$ cat config.mk
export PLATFORM = sky130hd
export DESIGN_NAME = fc_layer_sequencer
export DESIGN_NICKNAME = d
export VERILOG_FILES = /design/src/rtl/fc_seq_pkg.sv /design/src/rtl/fc_mac_unit.sv /design/src/rtl/fc_layer_sequencer.sv
export SDC_FILE = /design/constraint.sdc
export NUM_CORES = 1
export LEC_CHECK = 0
export ABC_AREA = 1
export CORE_MARGIN = 2
export CORE_UTILIZATION = 53
export DETAILED_ROUTE_END_ITERATION = 8
export PLACE_DENSITY_LB_ADDON = 0.25
export SKIP_CTS_REPAIR_TIMING = 1
export SLEW_MARGIN = 5
export SYNTH_ARGS = -nofsm -noshare
export SYNTH_HDL_FRONTEND = slang
export SYNTH_SLANG_ARGS = --single-unit
$ cat constraint.sdc
create_clock -name clk -period 4.4 [get_ports clk]
set_input_delay 1.32 -clock clk [delete_from_list [all_inputs] [get_ports clk]]
set_output_delay 1.32 -clock clk [all_outputs]
set_load 0.02 [all_outputs]
$ cat src/rtl/fc_seq_pkg.sv
// ---------------------------------------------------------------------------
// fc_seq_pkg : layer encodings, per-layer geometry and FSM states for the
//              LeNet-5 fully connected layer sequencer.
// Rev 1.0
// ---------------------------------------------------------------------------
`default_nettype none

package fc_seq_pkg;

  localparam int FC_ACC_W_DEF = 32;

  typedef enum logic [1:0] {
    LAYER_FC1 = 2'd0,
    LAYER_FC2 = 2'd1,
    LAYER_FC3 = 2'd2,
    LAYER_INV = 2'd3
  } fc_layer_e;

  localparam int FC1_IN    = 400;
  localparam int FC1_OUT   = 120;
  localparam int FC1_WBASE = 0;
  localparam int FC1_BBASE = 0;

  localparam int FC2_IN    = 120;
  localparam int FC2_OUT   = 84;
  localparam int FC2_WBASE = 48000;
  localparam int FC2_BBASE = 120;

  localparam int FC3_IN    = 84;
  localparam int FC3_OUT   = 10;
  localparam int FC3_WBASE = 58080;
  localparam int FC3_BBASE = 204;

  typedef enum logic [2:0] {
    ST_IDLE  = 3'd0,
    ST_BIAS  = 3'd1,
    ST_MAC   = 3'd2,
    ST_DRAIN = 3'd3,
    ST_WRITE = 3'd4,
    ST_DONE  = 3'd5
  } fc_state_e;

  typedef struct packed {
    logic [8:0]  n_in;
    logic [6:0]  n_out;
    logic [15:0] wbase;
    logic [7:0]  bbase;
  } fc_layer_cfg_t;

  // Unknown selections fall back to FC1; the caller filters LAYER_INV first.
  function automatic fc_layer_cfg_t fc_layer_cfg(input logic [1:0] sel);
    fc_layer_cfg_t c;
    case (fc_layer_e'(sel))
      LAYER_FC2: c = '{n_in: 9'(FC2_IN), n_out: 7'(FC2_OUT),
                       wbase: 16'(FC2_WBASE), bbase: 8'(FC2_BBASE)};
      LAYER_FC3: c = '{n_in: 9'(FC3_IN), n_out: 7'(FC3_OUT),
                       wbase: 16'(FC3_WBASE), bbase: 8'(FC3_BBASE)};
      default:   c = '{n_in: 9'(FC1_IN), n_out: 7'(FC1_OUT),
                       wbase: 16'(FC1_WBASE), bbase: 8'(FC1_BBASE)};
    endcase
    return c;
  endfunction

endpackage

`default_nettype wire

$ cat src/rtl/fc_mac_unit.sv
// ---------------------------------------------------------------------------
// fc_mac_unit : signed 8x8 multiply with one-cycle read-valid pipe and a
//               bias-loadable wrapping accumulator.
// Rev 1.0
// ---------------------------------------------------------------------------
`default_nettype none

module fc_mac_unit
  import fc_seq_pkg::*;
#(
  parameter int ACC_W = FC_ACC_W_DEF
) (
  input  logic                    clk,
  input  logic                    rst,
  input  logic                    i_issue,
  input  logic                    i_load_bias,
  input  logic                    i_acc_en,
  input  logic signed [7:0]       i_weight,
  input  logic signed [7:0]       i_act,
  input  logic signed [ACC_W-1:0] i_bias,
  output logic signed [ACC_W-1:0] o_acc
);

  logic                    r_rd_valid;
  logic signed [ACC_W-1:0] r_acc;
  logic signed [15:0]      w_prod;
  logic signed [ACC_W-1:0] w_prod_ext;

  assign w_prod     = $signed({{8{i_weight[7]}}, i_weight}) * $signed({{8{i_act[7]}}, i_act});
  assign w_prod_ext = {{(ACC_W-16){w_prod[15]}}, w_prod};

  // RAM data arrives one cycle after issue, so the pipe bit marks that cycle.
  always_ff @(posedge clk or posedge rst) begin
    if (rst) begin
      r_rd_valid <= 1'b0;
      r_acc      <= '0;
    end else begin
      r_rd_valid <= i_issue;
      if (i_load_bias) begin
        r_acc <= i_bias;
      end else if (r_rd_valid && i_acc_en) begin
        r_acc <= r_acc + w_prod_ext;
      end
    end
  end

  assign o_acc = r_acc;

endmodule

`default_nettype wire

$ cat src/rtl/fc_layer_sequencer.sv
// ---------------------------------------------------------------------------
// fc_layer_sequencer : runs one LeNet-5 FC layer over weight/bias/activation
//                      storage. Optional ReLU on FC1/FC2: FC_SEQ_RELU_EN.
// Rev 1.0
// ---------------------------------------------------------------------------
`default_nettype none

module fc_layer_sequencer
  import fc_seq_pkg::*;
#(
  parameter int ACC_W   = FC_ACC_W_DEF,
  parameter int WADDR_W = 16
) (
  input  logic                    clk,
  input  logic                    rst,
  input  logic                    start,
  input  logic [1:0]              layer_sel,
  output logic                    busy,
  output logic                    done,
  output logic [WADDR_W-1:0]      w_rd_addr,
  input  logic signed [7:0]       w_rd_data,
  output logic [7:0]              b_rd_addr,
  input  logic signed [ACC_W-1:0] b_rd_data,
  output logic [8:0]              act_rd_addr,
  input  logic signed [7:0]       act_rd_data,
  output logic                    out_valid,
  output logic [6:0]              out_idx,
  output logic signed [ACC_W-1:0] out_data
);

  fc_state_e               r_state;
  fc_state_e               w_state_nxt;

  logic [WADDR_W-1:0]      r_w_rd_addr;
  logic [7:0]              r_b_rd_addr;
  logic [8:0]              r_act_rd_addr;
  logic [8:0]              r_last_i;
  logic [6:0]              r_last_n;
  logic [6:0]              r_n;

  fc_layer_cfg_t           w_cfg;
  logic                    w_accept;
  logic                    w_last_i;
  logic                    w_last_n;
  logic                    w_issue;
  logic                    w_load_bias;
  logic signed [ACC_W-1:0] w_acc;

  assign w_cfg    = fc_layer_cfg(layer_sel);
  assign w_accept = (r_state == ST_IDLE) && start && (layer_sel != LAYER_INV);
  assign w_last_i = (r_act_rd_addr == r_last_i);
  assign w_last_n = (r_n == r_last_n);

  always_ff @(posedge clk or posedge rst) begin
    if (rst) begin
      r_state <= ST_IDLE;
    end else begin
      r_state <= w_state_nxt;
    end
  end

  always_comb begin
    w_state_nxt = r_state;
    w_issue     = 1'b0;
    w_load_bias = 1'b0;
    busy        = (r_state != ST_IDLE);
    done        = 1'b0;
    out_valid   = 1'b0;
    case (r_state)
      ST_IDLE: begin
        if (w_accept) w_state_nxt = ST_BIAS;
      end
      ST_BIAS: begin
        w_load_bias = 1'b1;
        w_state_nxt = ST_MAC;
      end
      ST_MAC: begin
        w_issue = 1'b1;
        if (w_last_i) w_state_nxt = ST_DRAIN;
      end
      ST_DRAIN: begin
        w_state_nxt = ST_WRITE;
      end
      ST_WRITE: begin
        out_valid   = 1'b1;
        w_state_nxt = w_last_n ? ST_DONE : ST_BIAS;
      end
      ST_DONE: begin
        done        = 1'b1;
        w_state_nxt = ST_IDLE;
      end
      default: begin
        w_state_nxt = ST_IDLE;
      end
    endcase
  end

  // The weight address simply runs on: after the last input of neuron n it
  // already equals wbase + (n+1)*in, the first weight of the next neuron.
  always_ff @(posedge clk or posedge rst) begin
    if (rst) begin
      r_w_rd_addr   <= '0;
      r_b_rd_addr   <= '0;
      r_act_rd_addr <= '0;
      r_last_i      <= '0;
      r_last_n      <= '0;
      r_n           <= '0;
    end else begin
      if (w_accept) begin
        r_w_rd_addr   <= WADDR_W'(w_cfg.wbase);
        r_b_rd_addr   <= w_cfg.bbase;
        r_act_rd_addr <= '0;
        r_last_i      <= w_cfg.n_in - 9'd1;
        r_last_n      <= w_cfg.n_out - 7'd1;
        r_n           <= '0;
      end else if (r_state == ST_MAC) begin
        r_w_rd_addr   <= r_w_rd_addr + WADDR_W'(1);
        r_act_rd_addr <= w_last_i ? 9'd0 : r_act_rd_addr + 9'd1;
      end else if ((r_state == ST_WRITE) && !w_last_n) begin
        r_n           <= r_n + 7'd1;
        r_b_rd_addr   <= r_b_rd_addr + 8'd1;
      end
    end
  end

  fc_mac_unit #(
    .ACC_W (ACC_W)
  ) u_mac (
    .clk         (clk),
    .rst         (rst),
    .i_issue     (w_issue),
    .i_load_bias (w_load_bias),
    .i_acc_en    (busy),
    .i_weight    (w_rd_data),
    .i_act       (act_rd_data),
    .i_bias      (b_rd_data),
    .o_acc       (w_acc)
  );

  assign w_rd_addr   = r_w_rd_addr;
  assign b_rd_addr   = r_b_rd_addr;
  assign act_rd_addr = r_act_rd_addr;
  assign out_idx     = r_n;

`ifdef FC_SEQ_RELU_EN
  logic r_relu_ok;

  // FC3 produces logits, so only the hidden layers are rectified.
  always_ff @(posedge clk or posedge rst) begin
    if (rst) begin
      r_relu_ok <= 1'b0;
    end else if (w_accept) begin
      r_relu_ok <= (layer_sel != LAYER_FC3);
    end
  end

  assign out_data = (r_relu_ok && w_acc[ACC_W-1]) ? '0 : w_acc;
`else
  assign out_data = w_acc;
`endif

endmodule

`default_nettype wire

=== Yosys cells after proc, flatten, opt, wreduce, memory -nomap -nowiden ===
Cells that the tools add are included.
Widths: inputs -> output; s select.

* Bits in registers: 92
* Input bits: 53
* Output and inout bits: 75
* Word-level logic and storage cells: 64

* Add/subtract/negate cells: 7
* Multiply operators: 1
* Equal/unequal tests: 13
* Multiplexer cells: 22
* Reduce and logical (&&, ||, !) cells: 12

{| class="wikitable"
|+ Operators with widths
! operator !! count
|-
| $pmux 40 s2 || 1
|-
| $mux 32 || 2
|-
| $add 32x16->32 || 1
|-
| $mux 16 || 2
|-
| $mux 9 || 3
|-
| $mux 8 || 3
|-
| $mux 7 || 3
|-
| $add 16x1->16 const B || 1
|-
| $mul 8x8->16 || 1
|-
| $pmux 3 s5 || 1
|-
| $add 9x1->9 const B || 1
|-
| $eq 9x9->1 || 1
|-
| $mux 3 || 3
|-
| $sub 9x1->9 const B || 1
|-
| $add 8x1->8 const B || 1
|-
| $ne 2x2->1 const B || 4
|-
| $add 7x1->7 const B || 1
|-
| $eq 7x7->1 || 1
|-
| $sub 7x1->7 const B || 1
|-
| $eq 3x2->1 const B || 2
|-
| $eq 3x3->1 const B || 2
|-
| $reduce_bool 2->1 || 3
|-
| $logic_and 1x1->1 || 4
|-
| $mux 1 || 4
|-
| 7 further kinds || 8
|}

=== Depth between registers and ports, before layout ===
Gate-level depths: netlist (run 1).

* Word-level depth: 6
* Depth in mapped cells: 24
* Gate-level depth less buffers: 23

=== Hierarchy ===
Synthesis (run 1) repeated with hierarchy kept, for this count alone.

* Cells, all modules: 1431
* Area total of the unflattened synthesis: 10754.1 sq um

{| class="wikitable"
|+ By module, submodules not included
! module !! instances !! cells each !! area an instance (sq um) !! sequential area each (sq um)
|-
| fc_mac_unit || 1 || 967 || 7582.3 || 825.8
|-
| fc_layer_sequencer || 1 || 464 || 3171.8 || 1251.2
|}

=== Worst setup path after synthesis (run 1) ===
OpenSTA, ideal clock, no wires.

* Path type: input to register
* From: in act_rd_data[2]
* To: reg u_mac.r_acc[19], in the netlist u_mac.o_acc[19]
* Setup time: 0.123 ns
* Data arrival time: 6.097 ns
* Data required time: 4.277 ns
* Setup slack: -1.820 ns
* Cell stages on the path: 21
* Buffers on the path: 1
* Cells stage by stage: clkbuf_1 -> nand2_1 -> inv_1 -> fa_1 -> inv_1 -> fa_1 -> inv_1 -> fa_1 -> fa_1 -> ha_1 -> ha_1 -> nand2_1 -> inv_1 -> a21oi_1 -> nand3_1 -> nand2_1 -> nand2_1 -> nand2_1 -> nand2_1 -> o21ai_0 -> nand2_1

* Word-level cells in the longest chain between the ends: 4

{| class="wikitable"
|+ RTL lines
! what !! line !! text
|-
| start: declaration || fc_layer_sequencer.sv:25 || <nowiki>input logic signed [7:0] act_rd_data,</nowiki>
|-
| $mul 8x8->16 || fc_mac_unit.sv:29 || <nowiki>assign w_prod = $signed({{8{i_weight[7]}}, i_weight}) * $signed({{8{i_act[7]}}, i_act});</nowiki>
|-
| $add 32x16->32 || fc_mac_unit.sv:42 || <nowiki>r_acc <= r_acc + w_prod_ext;</nowiki>
|-
| $mux 32 || fc_mac_unit.sv:41 || <nowiki>end else if (r_rd_valid && i_acc_en) begin</nowiki>
|-
| $mux 32 || fc_mac_unit.sv:39 || <nowiki>if (i_load_bias) begin</nowiki>
|-
| end signal: assignment || fc_mac_unit.sv:40 || <nowiki>r_acc <= i_bias;</nowiki>
|-
| end signal: assignment || fc_mac_unit.sv:42 ||
|-
| end: declaration || fc_mac_unit.sv:25 || <nowiki>logic signed [ACC_W-1:0] r_acc;</nowiki>
|}

No other way between the ends. The select of a mux whose other input is x is not followed.
A chain may end at the register's enable or synchronous reset.

=== Final worst setup path (run 1) ===
* From: in w_rd_data[7]
* To: reg u_mac.r_acc[27], in the netlist u_mac.o_acc[27]

* Word-level cells in the longest chain between the ends: 4

{| class="wikitable"
|+ RTL lines
! what !! line !! text
|-
| start: declaration || fc_layer_sequencer.sv:21 || <nowiki>input logic signed [7:0] w_rd_data,</nowiki>
|-
| $mul 8x8->16 || fc_mac_unit.sv:29 ||
|-
| $add 32x16->32 || fc_mac_unit.sv:42 ||
|-
| $mux 32 || fc_mac_unit.sv:41 ||
|-
| $mux 32 || fc_mac_unit.sv:39 ||
|}

No other way between the ends. The select of a mux whose other input is x is not followed.

==> metrics.log, run 1 <==
INFO  metric htreeDepth = 3
INFO  metric synth_sequential_area_ratio = 0.1988
INFO  metric crit_cells = 23
INFO  metric worstSetupStartpointType = input port
INFO  metric mappedNetlistNets = 1610
INFO  metric post-route-drc-count = 0
INFO  metric hold_viol = 0
INFO  metric end_kind = register
INFO  metric grt_pass1_vias = 9769
INFO  metric drv_cap = 0
INFO  metric antenna_found_initial = 0
INFO  metric final_layout_size_suffix_gt1_frac = 0.2421
INFO  metric syn-instance-count = 1343
INFO  metric critPathMostFrequentCell = fa_1
INFO  metric io_buffer_count = 127
INFO  metric place.gp.congestion = 0.9453
INFO  metric timing.critical_path.to = u_mac.o_acc[27]$_DFFE_PP0P_
INFO  metric finalHoldWorstSlack = 0.5043 ns
INFO  metric placementRows = 51
INFO  metric final_cycle_share = 1.285
INFO  metric setup.reg_to_reg.worst_slack = -0.15 ns
INFO  metric starting_utilization_of_the_core_area = 0.5385
INFO  metric crit_chain = buf_6, buf_8, buf_4, nand2_4, clkinvlp_4, buf_12, buf_12, fa_1, inv_2, fa_1, inv_1, fa_1, fa_1, ha_4, ha_4, nand2_4, buf_4, nor3_1, nand3_1, nand4_1, nand3_1, nand2_1, nand2_1
INFO  metric globalRouteOverflowTotal = 0
INFO  metric tritoncts_buffer_count = 9
INFO  metric critPathMaxStageDelay = 0.58 ns
INFO  metric post_synth_instance_area = 0.01045 mm²
INFO  metric r2r-start = u_mac.o_acc[6]$_DFFE_PP0P_
INFO  metric cp_top_family = adder cells
INFO  metric violated_checks = setup timing
INFO  metric tightest_slew = 1.010 ns
INFO  metric worst_setup_slack_after_layout = -1.252 ns
INFO  metric fin_worst_skew = 0.01248 ns
INFO  metric route.final.wire_length = 30890 µm
INFO  metric min_delay_path_depth = 2
INFO  metric status = finished with violations
INFO  metric post_drt_wl_per_cell = 16.69 µm
INFO  metric drt_pass1_iterations = 5
INFO  metric path_class = in2reg
INFO  metric drt_iter0_markers = 617
INFO  metric timing.critical_path.buf_inv = 9
INFO  metric post-dp-hpwl = 24000 µm
INFO  metric critical_path.reg2reg.endpoint = u_mac.o_acc[22]$_DFFE_PP0P_
INFO  metric timing.final.crit_period = 5.652 ns
INFO  metric critical_path_arrival = 5.91 ns
INFO  metric nets = 1848
INFO  metric grt_start_max_net_pins = 51
INFO  metric cts.reportedPaths.clkPinSlew = 0.08 ns
INFO  metric worst-path-max-fanout = 10
INFO  metric detail-route-antenna-nets = 0
INFO  metric die_width = 144.4 µm
INFO  metric slew_headroom = 0.3260
INFO  metric overall_via_count_from_detail_route = 9836
INFO  metric critical_path.slowest_cell = fa_1
INFO  metric gr-usage-all-layers = 0.2986
INFO  metric routed_via_density = 5.314
INFO  metric clock_latency = 0.36 ns
INFO  metric synth_warnings = 0
INFO  metric layout-area-overhead-vs-synth = 40.22%
INFO  metric antenna_cells = 0
INFO  metric design_area = 0.01465 mm²
INFO  metric dieArea = 0.02085 mm²
INFO  metric placedInstanceArea = 0.01365 mm²
INFO  metric cts.sink_count = 83
INFO  metric timing.reg2reg.worst_path_depth = 23
INFO  metric grt_pass1_wl = 48670 µm
INFO  metric die_height = 144.4 µm
INFO  metric yosys.cell_types.count = 42
INFO  metric syn_avg_cell_area = 7.778 µm²
INFO  metric top_level_ports = 128
INFO  metric timing_max_transition_violations_final = 0
INFO  metric setup_viol_count_final = 27
INFO  metric startpoint = w_rd_data[7]
INFO  metric total_of_flip_flops_plus_latches_after_synthesis = 83
INFO  metric floorplan.core_area = 0.01940 mm²
INFO  metric stdcell_count = 1851
INFO  metric setup_repair_after_global_routing_missed_its_margin = yes
INFO  metric worstPathRequired = 4.66 ns
INFO  metric clockRootBuffer = clkbuf_16
INFO  metric fmaxAchievable = 0.1769 GHz
INFO  metric ctsLongestPathBuffers = 2
INFO  metric placedCellCount = 1814
INFO  metric min-delay-path-class = reg2reg
INFO  metric cts_tree = built
## registers in the layout (all words and copies together) (netlist names)
name / cells
out_idx: 7
r_last_i: 5
w_rd_addr: 16
u_mac.r_rd_valid: 1
u_mac.o_acc: 32
r_last_n: 2
r_state: 3
act_rd_addr: 9
b_rd_addr: 8
## tightest hold or removal path, cell delays in order, from the launching register on
cell and delay, ns:
dfrtp_1 0.36, nand2_1 0.06, nand2_1 0.05
## cells in the mapped netlist
master / instances / share of area
buf_4: 1 / 0.00072
nor2_2: 6 / 0.0036
a31oi_1: 13 / 0.0078
o21ai_0: 35 / 0.017
nand3_4: 1 / 0.0017
o21a_1: 3 / 0.0022
o22ai_1: 11 / 0.0066
nand3_1: 60 / 0.029
or2_2: 2 / 0.0012
a21oi_1: 57 / 0.027
inv_4: 3 / 0.0018
clkbuf_1: 15 / 0.0054
a21boi_0: 1 / 0.00072
dfrtp_1: 83 / 0.20
xnor2_1: 8 / 0.0067
nand2_4: 5 / 0.0054
and2_1: 1 / 0.00060
inv_1: 254 / 0.091
fa_1: 136 / 0.26
a21oi_4: 1 / 0.0016
clkinv_1: 1 / 0.00036
o21ai_1: 9 / 0.0043
o21ai_2: 1 / 0.00084
nor2_1: 122 / 0.044
buf_6: 4 / 0.0043
nor3_1: 18 / 0.0086
nor2_8: 1 / 0.0019
nor3b_1: 2 / 0.0014
ha_1: 78 / 0.093
a22o_1: 2 / 0.0017
nand2_2: 5 / 0.0030
o211ai_1: 3 / 0.0022
o211a_1: 1 / 0.00096
a22oi_1: 1 / 0.00072
nand4_1: 19 / 0.011
nor2_4: 1 / 0.0011
buf_2: 13 / 0.0062
xor2_1: 23 / 0.019
inv_2: 7 / 0.0025
a21o_1: 1 / 0.00072
nand2_1: 331 / 0.12
o21bai_1: 4 / 0.0029
## layout by cell type (no fill, tap or decap), types with 23 or more instances in the layout
cell and n:
nand2_1 280, inv_1 230, fa_1 130, clkdlybuf4s50_1 111
buf_4 106, nor2_1 102, dfrtp_1 83, ha_4 50
nand3_1 46, a21oi_1 39, nand2_2 34, ha_1 27
nand2_4 26, o21ai_0 26, inv_2 24, xor2_1 23
## layout make-up
class	count	area, µm²
inverter	265	1025
clock buffer	9	225.2
multi-input combinational	962	8451
sequential	83	2077
clock inverter	7	71.32
tap	265	331.6
timing repair buffer	260	2467
fill	1429	4751
## kinds of logic after synthesis
family / count (synthesis) / share of synthesized area
AND/OR/NAND/NOR: 574 / 0.2314
XOR/XNOR: 31 / 0.02599
adder cells (fa/ha/maj): 214 / 0.3541
buffers and inverters: 298 / 0.1126
flip-flops: 83 / 0.1988
AO/OA/AOI/OAI: 143 / 0.07714
## how the worst min path moves through the flow
| stage | startpoint | end | slack (ns) |
|---|---|---|---|
| floorplan | r_last_n[3]$_DFFE_PP0P_ | r_last_n[3]$_DFFE_PP0P_ | 0.47 |
| global placement | r_last_n[3]$_DFFE_PP0P_ | r_last_n[3]$_DFFE_PP0P_ | 0.48 |
| detailed placement | r_last_n[3]$_DFFE_PP0P_ | r_last_n[3]$_DFFE_PP0P_ | 0.49 |
| CTS | r_last_n[3]$_DFFE_PP0P_ | r_last_n[3]$_DFFE_PP0P_ | 0.51 |
| global route | r_last_n[3]$_DFFE_PP0P_ | r_last_n[3]$_DFFE_PP0P_ | 0.54 |
| finish | r_last_n[3]$_DFFE_PP0P_ | r_last_n[3]$_DFFE_PP0P_ | 0.50 |
## stage by stage
step	setup TNS, ns	util	setup WS, ns
CTS	-38.56	0.7190	-1.602
global route	-31.70	0.7551	-1.421
detailed placement	-48.61	0.7038	-1.963
floorplan	-31.42	-	-1.407
finish	-27.37	0.7551	-1.252
global placement	-47.58	0.7038	-1.954
## routing by layer
layer  track usage  vias to the layer above  share of wire  routed length, µm
met5             0                        -              0                  0
met4       0.07665                        0          0.020                612
met3       0.02914                       45          0.054               1667
met2        0.5059                      337           0.50              15390
met1        0.4148                     4831           0.43              13220
li1              -                     4623              -                  -
Power of run 1 is left out: the tool's default activity adds up to more than one toggle a clock period on the data nets, which glitch-free logic cannot reach.
==> run 2: changes to the inputs <==
--- a/config.mk
+++ b/config.mk
@@ -7,7 +7,9 @@
 export LEC_CHECK = 0
 export ABC_AREA = 1
 export CORE_MARGIN = 2
-export CORE_UTILIZATION = 53
+export CORE_UTILIZATION = 40
+export CTS_CLUSTER_DIAMETER = 30
+export CTS_CLUSTER_SIZE = 28
 export DETAILED_ROUTE_END_ITERATION = 8
 export PLACE_DENSITY_LB_ADDON = 0.25
 export SKIP_CTS_REPAIR_TIMING = 1
==> run 2 against run 1 <==
  * The run still ends with setup timing left
  * Cell count is 3.6% higher
  * Cell area is 0.38% higher
  * Wire length shrank 2.0%
  * Die area grew 32%
  * Clock skew grew 0.0032 ns
  * Global-route usage shrank 7.6 points
  * First-iteration DRC count decreased by 35%
  * Sequential cell count stayed put
  * Hold slack got worse by 0.0039 ns
  * Critical path depth shrank 1
  * Non-clock buffer count shrank 4
  * Highest routed layer unchanged
==> metrics.log, run 2 (same netlist as run 1, synthesis figures left out) <==
INFO  metric status = finished with violations
INFO  metric violated_checks = setup timing
INFO  metric globalRouteOverflowTotal = 0
INFO  metric clockRootBuffer = clkbuf_16
INFO  metric place_ws = -1.986 ns
INFO  metric worst-path-max-fanout = 7
INFO  metric top_level_ports = 128
INFO  metric max_reg_flops = 32
INFO  metric final_cycle_share = 1.275
INFO  metric ctsLongestPathBuffers = 2
INFO  metric layout-area-overhead-vs-synth = 40.75%
INFO  metric timing_max_transition_violations_final = 0
INFO  metric antenna_cells = 0
INFO  metric grt_pass1_wl = 49180 µm
INFO  metric tritoncts_buffer_count = 9
INFO  metric drv_cap = 0
INFO  metric setup_repair_after_global_routing_missed_its_margin = yes
INFO  metric routed_via_density = 4.893
INFO  metric worstPathRequired = 4.66 ns
INFO  metric hold_viol = 0
INFO  metric fmaxAchievable = 0.1782 GHz
INFO  metric cts.reportedPaths.clkPinSlew = 0.08 ns
INFO  metric mostFrequentLayoutCell = nand2_1
INFO  metric gr-usage-all-layers = 0.2227
INFO  metric setup_viol_count_final = 27
INFO  metric mostFrequentLayoutCells = nand2_1 (286), inv_1 (229), fa_1 (128), clkdlybuf4s50_1 (111), buf_4 (107)
INFO  metric crit_chain = buf_6, buf_8, nand2_4, inv_2, fa_2, inv_2, fa_2, clkinvlp_4, buf_12, fa_1, fa_1, ha_4, ha_4, nand2_4, nor2_4, inv_2, nor2_4, nand4_1, nand4_1, nand3_2, nand2_2, nand2_2
INFO  metric drt_pass1_iterations = 7
INFO  metric end_kind = register
INFO  metric timing.final.crit_period = 5.612 ns
INFO  metric slew_headroom = 0.3413
INFO  metric worst_setup_slack_after_layout = -1.212 ns
INFO  metric critPathMostFrequentCell = inv_2
INFO  metric die_height = 165.6 µm
INFO  metric worstSetupStartpointType = input port
INFO  metric die_width = 165.6 µm
INFO  metric path_class = in2reg
INFO  metric route.final.wire_length = 30280 µm
INFO  metric antenna_found_initial = 0
INFO  metric nets = 1844
INFO  metric critical_path_arrival = 5.87 ns
INFO  metric grt_pass1_vias = 9576
INFO  metric setup.reg_to_reg.worst_slack = -0.06 ns
INFO  metric place.gp.congestion = 0.8942
INFO  metric htreeDepth = 3
INFO  metric tightest_slew = 0.9880 ns
INFO  metric clock_latency = 0.36 ns
INFO  metric drt_iter0_markers = 400
INFO  metric starting_utilization_of_the_core_area = 0.4043
INFO  metric detail-route-antenna-nets = 0
INFO  metric placementRows = 59
INFO  metric post-route-drc-count = 0
INFO  metric overall_via_count_from_detail_route = 9380
INFO  metric cts.sink_count = 83
INFO  metric io_buffer_count = 127
INFO  metric final_layout_size_suffix_gt1_frac = 0.2440
INFO  metric floorplan.core_area = 0.02584 mm²
INFO  metric min-delay-path-class = reg2reg
INFO  metric post-dp-hpwl = 24400 µm
INFO  metric critPathMaxStageDelay = 0.62 ns
INFO  metric cts_tree = built
INFO  metric finalHoldWorstSlack = 0.5004 ns
INFO  metric post_drt_wl_per_cell = 15.80 µm
INFO  metric critical_path.slowest_cell = fa_1
INFO  metric grt_start_max_net_pins = 51
INFO  metric dieArea = 0.02743 mm²
INFO  metric fin_worst_skew = 0.01570 ns
## run 2: changes by cell type in the layout (fill, tap and decap cells not counted), sizes merged
cell      delta
buf          -4
clkinv       +3
inv          -1
clkinvlp     -2
## run 2: layout make-up
cell class                      instances  area (µm²)
Inverter                              265        1020
Sequential cell                        83        2077
Timing Repair Buffer                  256        2392
Clock inverter                          7       81.33
Fill cell                            2375       11130
Tap cell                              335       419.2
Clock buffer                            9       225.2
Multi-Input combinational cell        962        8488
## run 2: routing by layer
metal	GRT usage	vias up	share of wire	wire length (µm)
li1	-	4604	-	-
met1	0.3076	4572	0.46	14050
met2	0.3745	173	0.48	14650
met3	0.02485	31	0.033	995
met4	0.05784	0	0.019	590
met5	0	-	0	0
## run 2: worst paths after layout
path	startpoint	endpoint	cells after the start
worst max-delay path	w_rd_data[7]	u_mac.o_acc[23]$_DFFE_PP0P_	22
worst min-delay path	r_last_n[3]$_DFFE_PP0P_	r_last_n[3]$_DFFE_PP0P_	2
worst max register to register	u_mac.o_acc[6]$_DFFE_PP0P_	u_mac.o_acc[22]$_DFFE_PP0P_	23
worst min register to register	r_last_n[3]$_DFFE_PP0P_	r_last_n[3]$_DFFE_PP0P_	2
max in group asynchronous	rst	u_mac.o_acc[10]$_DFFE_PP0P_	3
min in group asynchronous	rst	u_mac.o_acc[23]$_DFFE_PP0P_	2
## run 2: stage by stage
step	TNS, ns	cells	cell area [µm²]	util
final	-25.79	1917	14700	0.5691
after global routing	-29.54	1917	14700	0.5691
after CTS	-38.39	1896	14020	0.5425
after detailed placement	-48.66	1880	13710	0.5306
after global placement	-48.66	1880	13710	0.5306
after floorplan	-31.42	1343	11400	-
## run 2: worst max-delay path, delay by kind of cell
family / cells / cell delay, ns
AND/OR/NAND/NOR: 9 / 1.01
buffers and inverters: 7 / 0.73
adder cells (fa/ha/maj): 6 / 2.81
Power of run 2 is left out for the same reason.
==> run 3: changes to the inputs <==
--- a/config.mk
+++ b/config.mk
@@ -6,6 +6,7 @@
 export NUM_CORES = 1
 export LEC_CHECK = 0
 export ABC_AREA = 1
+export ABC_CLOCK_PERIOD_IN_PS = 4400
 export CORE_MARGIN = 2
 export CORE_UTILIZATION = 40
 export CTS_CLUSTER_DIAMETER = 30
==> results of run 3 <==
Final layout, timing and power as in run 2 (identical DEF).
Power of run 3 is left out for the same reason.
